<file path="src/rtl/sam_mem_responder_if.sv">
// SAM multiplexed address/data bus between a CPU (master) and a memory responder (slave).
// The CPU drives ale/en/rw/bus_in; the responder returns bus_out qualified by bus_oe.
interface sam_mem_responder_if;
    logic       ale;
    logic       en;
    logic       rw;
    logic [7:0] bus_in;
    logic [7:0] bus_out;
    logic       bus_oe;

    modport master (
        output ale,
        output en,
        output rw,
        output bus_in,
        input  bus_out,
        input  bus_oe
    );

    modport slave (
        input  ale,
        input  en,
        input  rw,
        input  bus_in,
        output bus_out,
        output bus_oe
    );
endinterface

</file>
<file path="src/rtl/sam_mem_responder.sv">
// Memory-side responder for the SAM bus: latches addresses on ALE, serves reads and writes
// from a register-array memory, and accepts side-channel program writes while the CPU is idle.
module sam_mem_responder #(
    parameter int unsigned DEPTH   = 256,
    parameter int unsigned ROM_TOP = 0
) (
    input  logic                  clk_i,
    input  logic                  rst_ni,
    sam_mem_responder_if.slave    bus,
    input  logic                  prog_req_i,
    input  logic [7:0]            prog_addr_i,
    input  logic [7:0]            prog_data_i,
    output logic                  prog_ack_o,
    output logic                  err_o,
    output logic [15:0]           rd_cnt_o,
    output logic [15:0]           wr_cnt_o
);

    localparam int AW = (DEPTH > 1) ? $clog2(DEPTH) : 1;

    typedef enum logic [2:0] {
        IDLE,
        ADDR,
        RD,
        WR,
        PROG
    } state_e;

    state_e        state_q, state_d;
    logic [AW-1:0] addr_q, addr_d;
    logic          addrVld_q, addrVld_d;
    logic [7:0]    rd_q, rd_d;
    logic          err_q, err_d;
    logic          progAck_q, progAck_d;
    logic [15:0]   rdCnt_q, rdCnt_d;
    logic [15:0]   wrCnt_q, wrCnt_d;

    logic [7:0]    mem_q [DEPTH];
    logic          memWe;
    logic [AW-1:0] memWaddr;
    logic [7:0]    memWdata;
    logic          romHit;

    generate
        if (ROM_TOP == 0) begin : gNoRom
            assign romHit = 1'b0;
        end else begin : gRom
            assign romHit = ({{(32-AW){1'b0}}, addr_q} < ROM_TOP);
        end
    endgenerate

    // ALE outranks any strobe; a pending program request is only taken from a quiet IDLE.
    always_comb begin
        state_d   = state_q;
        addr_d    = addr_q;
        addrVld_d = addrVld_q;
        rd_d      = rd_q;
        err_d     = err_q;
        progAck_d = 1'b0;
        rdCnt_d   = rdCnt_q;
        wrCnt_d   = wrCnt_q;
        memWe     = 1'b0;
        memWaddr  = addr_q;
        memWdata  = bus.bus_in;

        if (state_q == PROG) begin
            if (bus.ale || bus.en) begin
                err_d = 1'b1;
            end
            if (!prog_req_i) begin
                state_d = IDLE;
            end
        end else if (bus.ale) begin
            addr_d    = bus.bus_in[AW-1:0];
            addrVld_d = 1'b1;
            state_d   = ADDR;
        end else if (bus.en && bus.rw) begin
            if (addrVld_q) begin
                rd_d    = mem_q[addr_q];
                rdCnt_d = (rdCnt_q == 16'hFFFF) ? rdCnt_q : rdCnt_q + 16'd1;
                state_d = RD;
            end else begin
                err_d   = 1'b1;
                state_d = IDLE;
            end
        end else if (bus.en) begin
            if (addrVld_q && !romHit) begin
                memWe   = 1'b1;
                wrCnt_d = (wrCnt_q == 16'hFFFF) ? wrCnt_q : wrCnt_q + 16'd1;
                state_d = WR;
            end else begin
                err_d   = 1'b1;
                state_d = IDLE;
            end
        end else if ((state_q == IDLE) && prog_req_i) begin
            memWe     = 1'b1;
            memWaddr  = prog_addr_i[AW-1:0];
            memWdata  = prog_data_i;
            progAck_d = 1'b1;
            state_d   = PROG;
        end else begin
            state_d = IDLE;
        end
    end

    always_ff @(posedge clk_i or negedge rst_ni) begin
        if (!rst_ni) begin
            state_q   <= IDLE;
            addr_q    <= '0;
            addrVld_q <= 1'b0;
            rd_q      <= 8'h00;
            err_q     <= 1'b0;
            progAck_q <= 1'b0;
            rdCnt_q   <= 16'h0000;
            wrCnt_q   <= 16'h0000;
        end else begin
            state_q   <= state_d;
            addr_q    <= addr_d;
            addrVld_q <= addrVld_d;
            rd_q      <= rd_d;
            err_q     <= err_d;
            progAck_q <= progAck_d;
            rdCnt_q   <= rdCnt_d;
            wrCnt_q   <= wrCnt_d;
        end
    end

    // Contents survive reset; writes are simply suppressed while reset is held.
    always_ff @(posedge clk_i) begin
        if (memWe && rst_ni) begin
            mem_q[memWaddr] <= memWdata;
        end
    end

    assign bus.bus_oe  = (state_q == RD);
    assign bus.bus_out = (state_q == RD) ? rd_q : 8'h00;
    assign prog_ack_o  = progAck_q;
    assign err_o       = err_q;
    assign rd_cnt_o    = rdCnt_q;
    assign wr_cnt_o    = wrCnt_q;

endmodule

</file>
<file path="src/flat_wrapper.sv">
// flat-port wrapper written by rule: the top's interface ports become plain ports
module sam_mem_responder_flat 
#(
    parameter int unsigned DEPTH   = 256,
    parameter int unsigned ROM_TOP = 0
)
  (clk_i, rst_ni, prog_req_i, prog_addr_i, prog_data_i, prog_ack_o, err_o, rd_cnt_o, wr_cnt_o, bus_ale, bus_en, bus_rw, bus_bus_in, bus_bus_out, bus_bus_oe);
  sam_mem_responder_if bus_i ();
  input  logic clk_i;
  input  logic rst_ni;
  input  logic prog_req_i;
  input  logic [7:0] prog_addr_i;
  input  logic [7:0] prog_data_i;
  output logic prog_ack_o;
  output logic err_o;
  output logic [15:0] rd_cnt_o;
  output logic [15:0] wr_cnt_o;
  input wire logic [$bits(bus_i.ale)-1:0] bus_ale;
  input wire logic [$bits(bus_i.en)-1:0] bus_en;
  input wire logic [$bits(bus_i.rw)-1:0] bus_rw;
  input wire logic [$bits(bus_i.bus_in)-1:0] bus_bus_in;
  output wire logic [$bits(bus_i.bus_out)-1:0] bus_bus_out;
  output wire logic [$bits(bus_i.bus_oe)-1:0] bus_bus_oe;
  assign bus_i.ale = bus_ale;
  assign bus_i.en = bus_en;
  assign bus_i.rw = bus_rw;
  assign bus_i.bus_in = bus_bus_in;
  assign bus_bus_out = bus_i.bus_out;
  assign bus_bus_oe = bus_i.bus_oe;
  sam_mem_responder #(.DEPTH(DEPTH), .ROM_TOP(ROM_TOP)) u_core (.clk_i(clk_i), .rst_ni(rst_ni), .bus(bus_i), .prog_req_i(prog_req_i), .prog_addr_i(prog_addr_i), .prog_data_i(prog_data_i), .prog_ack_o(prog_ack_o), .err_o(err_o), .rd_cnt_o(rd_cnt_o), .wr_cnt_o(wr_cnt_o));
endmodule
</file>
<file path="config.mk">
export PLATFORM = sky130hd
export DESIGN_NAME = sam_mem_responder_flat
export DESIGN_NICKNAME = d
export VERILOG_FILES = /design/src/rtl/sam_mem_responder_if.sv /design/src/rtl/sam_mem_responder.sv /design/src/flat_wrapper.sv
export SDC_FILE = /design/constraint.sdc
export NUM_CORES = 2
export LEC_CHECK = 0
export CORE_MARGIN = 10
export CORE_UTILIZATION = 41
export CTS_CLUSTER_SIZE = 24
export DETAILED_ROUTE_END_ITERATION = 8
export PLACE_DENSITY_LB_ADDON = 0.12
export REMOVE_ABC_BUFFERS = 1
export SLEW_MARGIN = 20
export SYNTH_ARGS = -nofsm -noshare
export SYNTH_HDL_FRONTEND = slang
export SYNTH_SLANG_ARGS = --single-unit
</file>
<file path="constraint.sdc">
create_clock -name clk_i -period 8.04 [get_ports clk_i]
set_input_delay 1.608 -clock clk_i [delete_from_list [all_inputs] [get_ports clk_i]]
set_output_delay 1.608 -clock clk_i [all_outputs]
set_load 0.03 [all_outputs]
</file>
==> impl_summary.md <==
Floorplanning
The site row count is around 160. The initial utilization of the core area, before any placement, comes to 0.414. In this run the standard cell core region covers about 0.2 mm2. The floorplan step set the die height to 469 um. The I/O pin total is between 70 and 80. The area enclosed by the die boundary is roughly 0.22 mm2.

The die is roughly 470 um wide.

Timing
The highest attainable clock frequency is 185 MHz. In this run the tightest slew margin relative to its limit is 0.242. The post-layout worst setup margin is 2.63 ns. The pin slew with the least headroom to its limit is approximately 1.1 ns. Setup repair after global routing left no endpoint under its margin. For the finished layout, the period the worst path requires is about 5.4 ns. The number of pins with negative max-slew slack in the final report is 0. The setup skew after layout is 0.0666 ns. The post-route fraction of the period consumed by the critical path is 0.673. Setup violations remaining at the end of the flow were counted as 0. The final hold violation count is 0. The sum of negative setup slack is 0 ns.

Synthesis
The synthesized-area fraction occupied by xor and xnor cells is 0.00307. The share of the Yosys chip area taken by registers is 0.759. The number of enable flip-flop cells after synthesis is approximately 2000.

Yosys instantiated no cell more often than sky130_fd_sc_hd__edfxtp_1. The post-synthesis compound-gate area fraction came to 0.0393. By area, the combinational part of the netlist is dominated by multiplexers. The largest total area in the synthesized netlist belongs to sky130_fd_sc_hd__edfxtp_1. The area share of fa/ha/maj cells after synthesis is 0.000302. Sorting the synthesized cells by area gives the leading types as sky130_fd_sc_hd__edfxtp_1, sky130_fd_sc_hd__mux4_2, sky130_fd_sc_hd__mux2i_1, sky130_fd_sc_hd__dfrtp_1, sky130_fd_sc_hd__nor2_1. The prevailing post-synth register cell is sky130_fd_sc_hd__edfxtp_1. Synthesis handed over a netlist of 4270 instances. After synthesis, the netlist uses 78 different library cells.

Ranked by instance count, the synthesized netlist is headed by sky130_fd_sc_hd__edfxtp_1, sky130_fd_sc_hd__mux2i_1, sky130_fd_sc_hd__mux4_2. The total of flip-flops plus latches after synthesis is between 2000 and 2500. Summing every instance area after synthesis gives around 0.083 mm2. Of the post-synthesis cell area, the dominant cell type holds 0.742. For this run, asynchronously set or reset flops after synthesis account for 0.0257. The mean area per synthesized cell is 19.4 um2.

Measured against the total synthesized area, the mux share comes to 0.139. The yosys synthesis warning count is 0. Of the total synthesized cell area, the portion taken by AND, OR, NAND and NOR gates is 0.0402.

Route
For this block, the via count after detailed routing is ~43000. The total wire length is roughly 250000 um. The remaining number of nets flagged by the antenna check after routing is 0. The DRC violation count after routing is 0. Dividing the detail-routed wire length by the instance count gives approximately 34 um.

The via density per instance is a little under 6. The iteration-0 DRC count of the detailed router is 4511. The first detailed-routing pass took 8 iterations.

Place
Including well taps, the total number of placed cells is 6843. The final HPWL from detailed placement is roughly 150000 um. The placement-stage worst setup slack is between 1.5 and 2 ns. The placed instances occupy a cell area of ~0.087 mm2. The number of port buffers is 72. The weighted congestion reported at the end of routability-driven placement is approximately 0.84.

Min path
The tightest min-delay check is of the flip-flop to flip-flop type.

Setup path
On the worst path, the slowest cell contributes a delay of roughly 0.88 ns. At the worst endpoint, the arrival time is 5.88 ns. The largest fanout on the critical path is 31.

The worst setup path is launched from a primary input. STA classifies the critical path endpoint as a flip-flop. The critical path is of the primary input to flip-flop type.

The slowest cell on the critical path is sky130_fd_sc_hd__nor2_1. For the worst setup path, the data required time is between 8 and 9 ns. Traced cell by cell, the critical path runs through clkdlybuf4s50_1, or4b_1, or3_4, inv_2, nand3_1, o21ai_0, nand2_1, nor2_1.

Global routing
The maximum number of pins on one net before global-route repair is 110. The number of global-route vias before repair is around 42000. For this run, global-route usage on met3 was measured as 0.0385. The number of antenna violations at the first check in global routing is 9. In the global route stage, overall resource usage came out at 0.217.

The total overflow reported by the global router is 0. The routing usage on met2 is 0.350. In this run the most used layer during global routing was met2. In the global route stage, met1 resource usage came out at 0.298. The first global-routing pass estimated ~340000 um of wire.

CTS
The clock insertion delay at the later pin of the skew report is between 0.8 and 0.9 ns. In this run the post-CTS setup repair buffer count came out at 0. For this design, the sink count on the clock tree is around 2100. TritonCTS built the clock tree.

The clock transition at the registers of the reported paths is roughly 0.060 ns. The maximum clock insertion buffer count is 3. The root buffer cell is sky130_fd_sc_hd__clkbuf_16. The H-tree depth is 4.

The post-cts gate resize count is 0. In this run, CTS created clock tree buffers numbering about 220. For this design, the CTS-stage hold fixing added 0 buffers.

Cells and area
Once layout is done, the placed cells without fillers occupy a little over 0.09 mm2. In the final layout, the share of cells above drive strength 1 is 0.186. From synthesis to final layout, the design area changed by 12.9%. The count of non-filler cells in the finished layout is 7249. The total number of nets in the final design is ~4400.

Pwr
VDD sags by at most 0.000242 V. The static leakage is 0.0296 uW. The power density of the placed cells is 260 mW/mm2.

The post-route total power is approximately 24000 uW.

Job
Across the run, the number of max-cap violations was 0.

Status
The flow ran to the end, and the final reports show no timing, DRC or antenna violations.
==> path summary, 6_finish.rpt <==
kind,start,to,slack [ns],cells past startpoint
min in group asynchronous,rst_ni,u_core.wr_cnt_o[9],0.55,1
worst min-delay path,u_core.err_o,u_core.err_o,0.47,1
max in group asynchronous,rst_ni,u_core.prog_ack_o,6.20,3
worst max register to register,u_core.state_q[1],u_core.mem_q[125][0],3.36,7
worst min register to register,u_core.err_o,u_core.err_o,0.47,1
worst max-delay path,prog_req_i,u_core.mem_q[125][0],2.63,8
==> power by group <==
part | internal, uW | switching (uW) | leakage [uW]
clock network | 5570 | 4310 | 0.00338
logic | 756 | 1490 | 0.00711
registers | 12100 | 99.1 | 0.0191
==> per-layer routing <==
metal	vias up	part of all wire	wire length [um]
met5	-	0.00019	46
met4	6	0.035	8510
met3	331	0.064	15600
met2	1642	0.48	118000
met1	22750	0.42	103000
li1	17775	-	-
==> final cells by class <==
type	count	area [um2]
fillers	16922	107000
clock buffers	266	5570
clock inverters	136	1430
inverters	9	36.3
multi-input cells	1907	18500
repair buffers	169	1770
flip-flops and latches	2102	62900
well taps	2656	3320
diodes	4	10.0
==> cell families after synthesis <==
kind of cell    count (synthesis)
xor+xnor                       29
flops                        2102
buf+inv                       261
simple gates                  693
mux                           726
fa+ha+maj                       2
compound gates                457
==> metrics by stage <==
step                       util  hold WS, ns
after CTS                 0.467        0.472
after global placement    0.432        0.457
after detailed placement  0.432        0.458
after floorplan               -        0.448
after global routing      0.467        0.500
final                     0.467        0.465
==> worst max-delay path: cells and delay by family <==
kind | cells | cell delay [ns]
AOI/OAI and AO/OA | 1 | 0.32
buffers and inverters | 2 | 0.98
and+or+nand+nor | 5 | 2.88
==> flip-flops by register name, indices dropped and copies added, names as in the netlist <==
register / count
u_core.mem_q: 2048
u_core.rd_cnt_o: 16
u_core.wr_cnt_o: 16
u_core.addr_q: 8
u_core.rd_q: 8
u_core.state_q: 3
u_core.addrVld_q: 1
u_core.err_o: 1
u_core.prog_ack_o: 1
==> cell usage in the layout, fill, tap and decap left out, types with 19 or more instances in the layout <==
cell                              count
sky130_fd_sc_hd__edfxtp_1          2048
sky130_fd_sc_hd__mux2i_1            348
sky130_fd_sc_hd__mux4_2             330
sky130_fd_sc_hd__nor2_1             306
sky130_fd_sc_hd__clkbuf_16          215
sky130_fd_sc_hd__nand2_1            129
sky130_fd_sc_hd__a22oi_1            125
sky130_fd_sc_hd__clkdlybuf4s50_1     71
sky130_fd_sc_hd__buf_4               71
sky130_fd_sc_hd__a21oi_1             60
sky130_fd_sc_hd__o22ai_1             59
sky130_fd_sc_hd__nand3_1             52
sky130_fd_sc_hd__clkbuf_1            51
sky130_fd_sc_hd__clkinv_1            49
sky130_fd_sc_hd__dfrtp_1             49
sky130_fd_sc_hd__mux2_2              46
sky130_fd_sc_hd__o21ai_0             45
sky130_fd_sc_hd__o221ai_1            38
sky130_fd_sc_hd__clkinv_2            38
sky130_fd_sc_hd__nand4_1             31
sky130_fd_sc_hd__a211oi_1            31
sky130_fd_sc_hd__buf_12              26
sky130_fd_sc_hd__nor3_1              23
sky130_fd_sc_hd__a221oi_1            22
sky130_fd_sc_hd__and2_1              19
sky130_fd_sc_hd__bufinv_16           19
No activity file was read; power rests on OpenSTA's default activity.
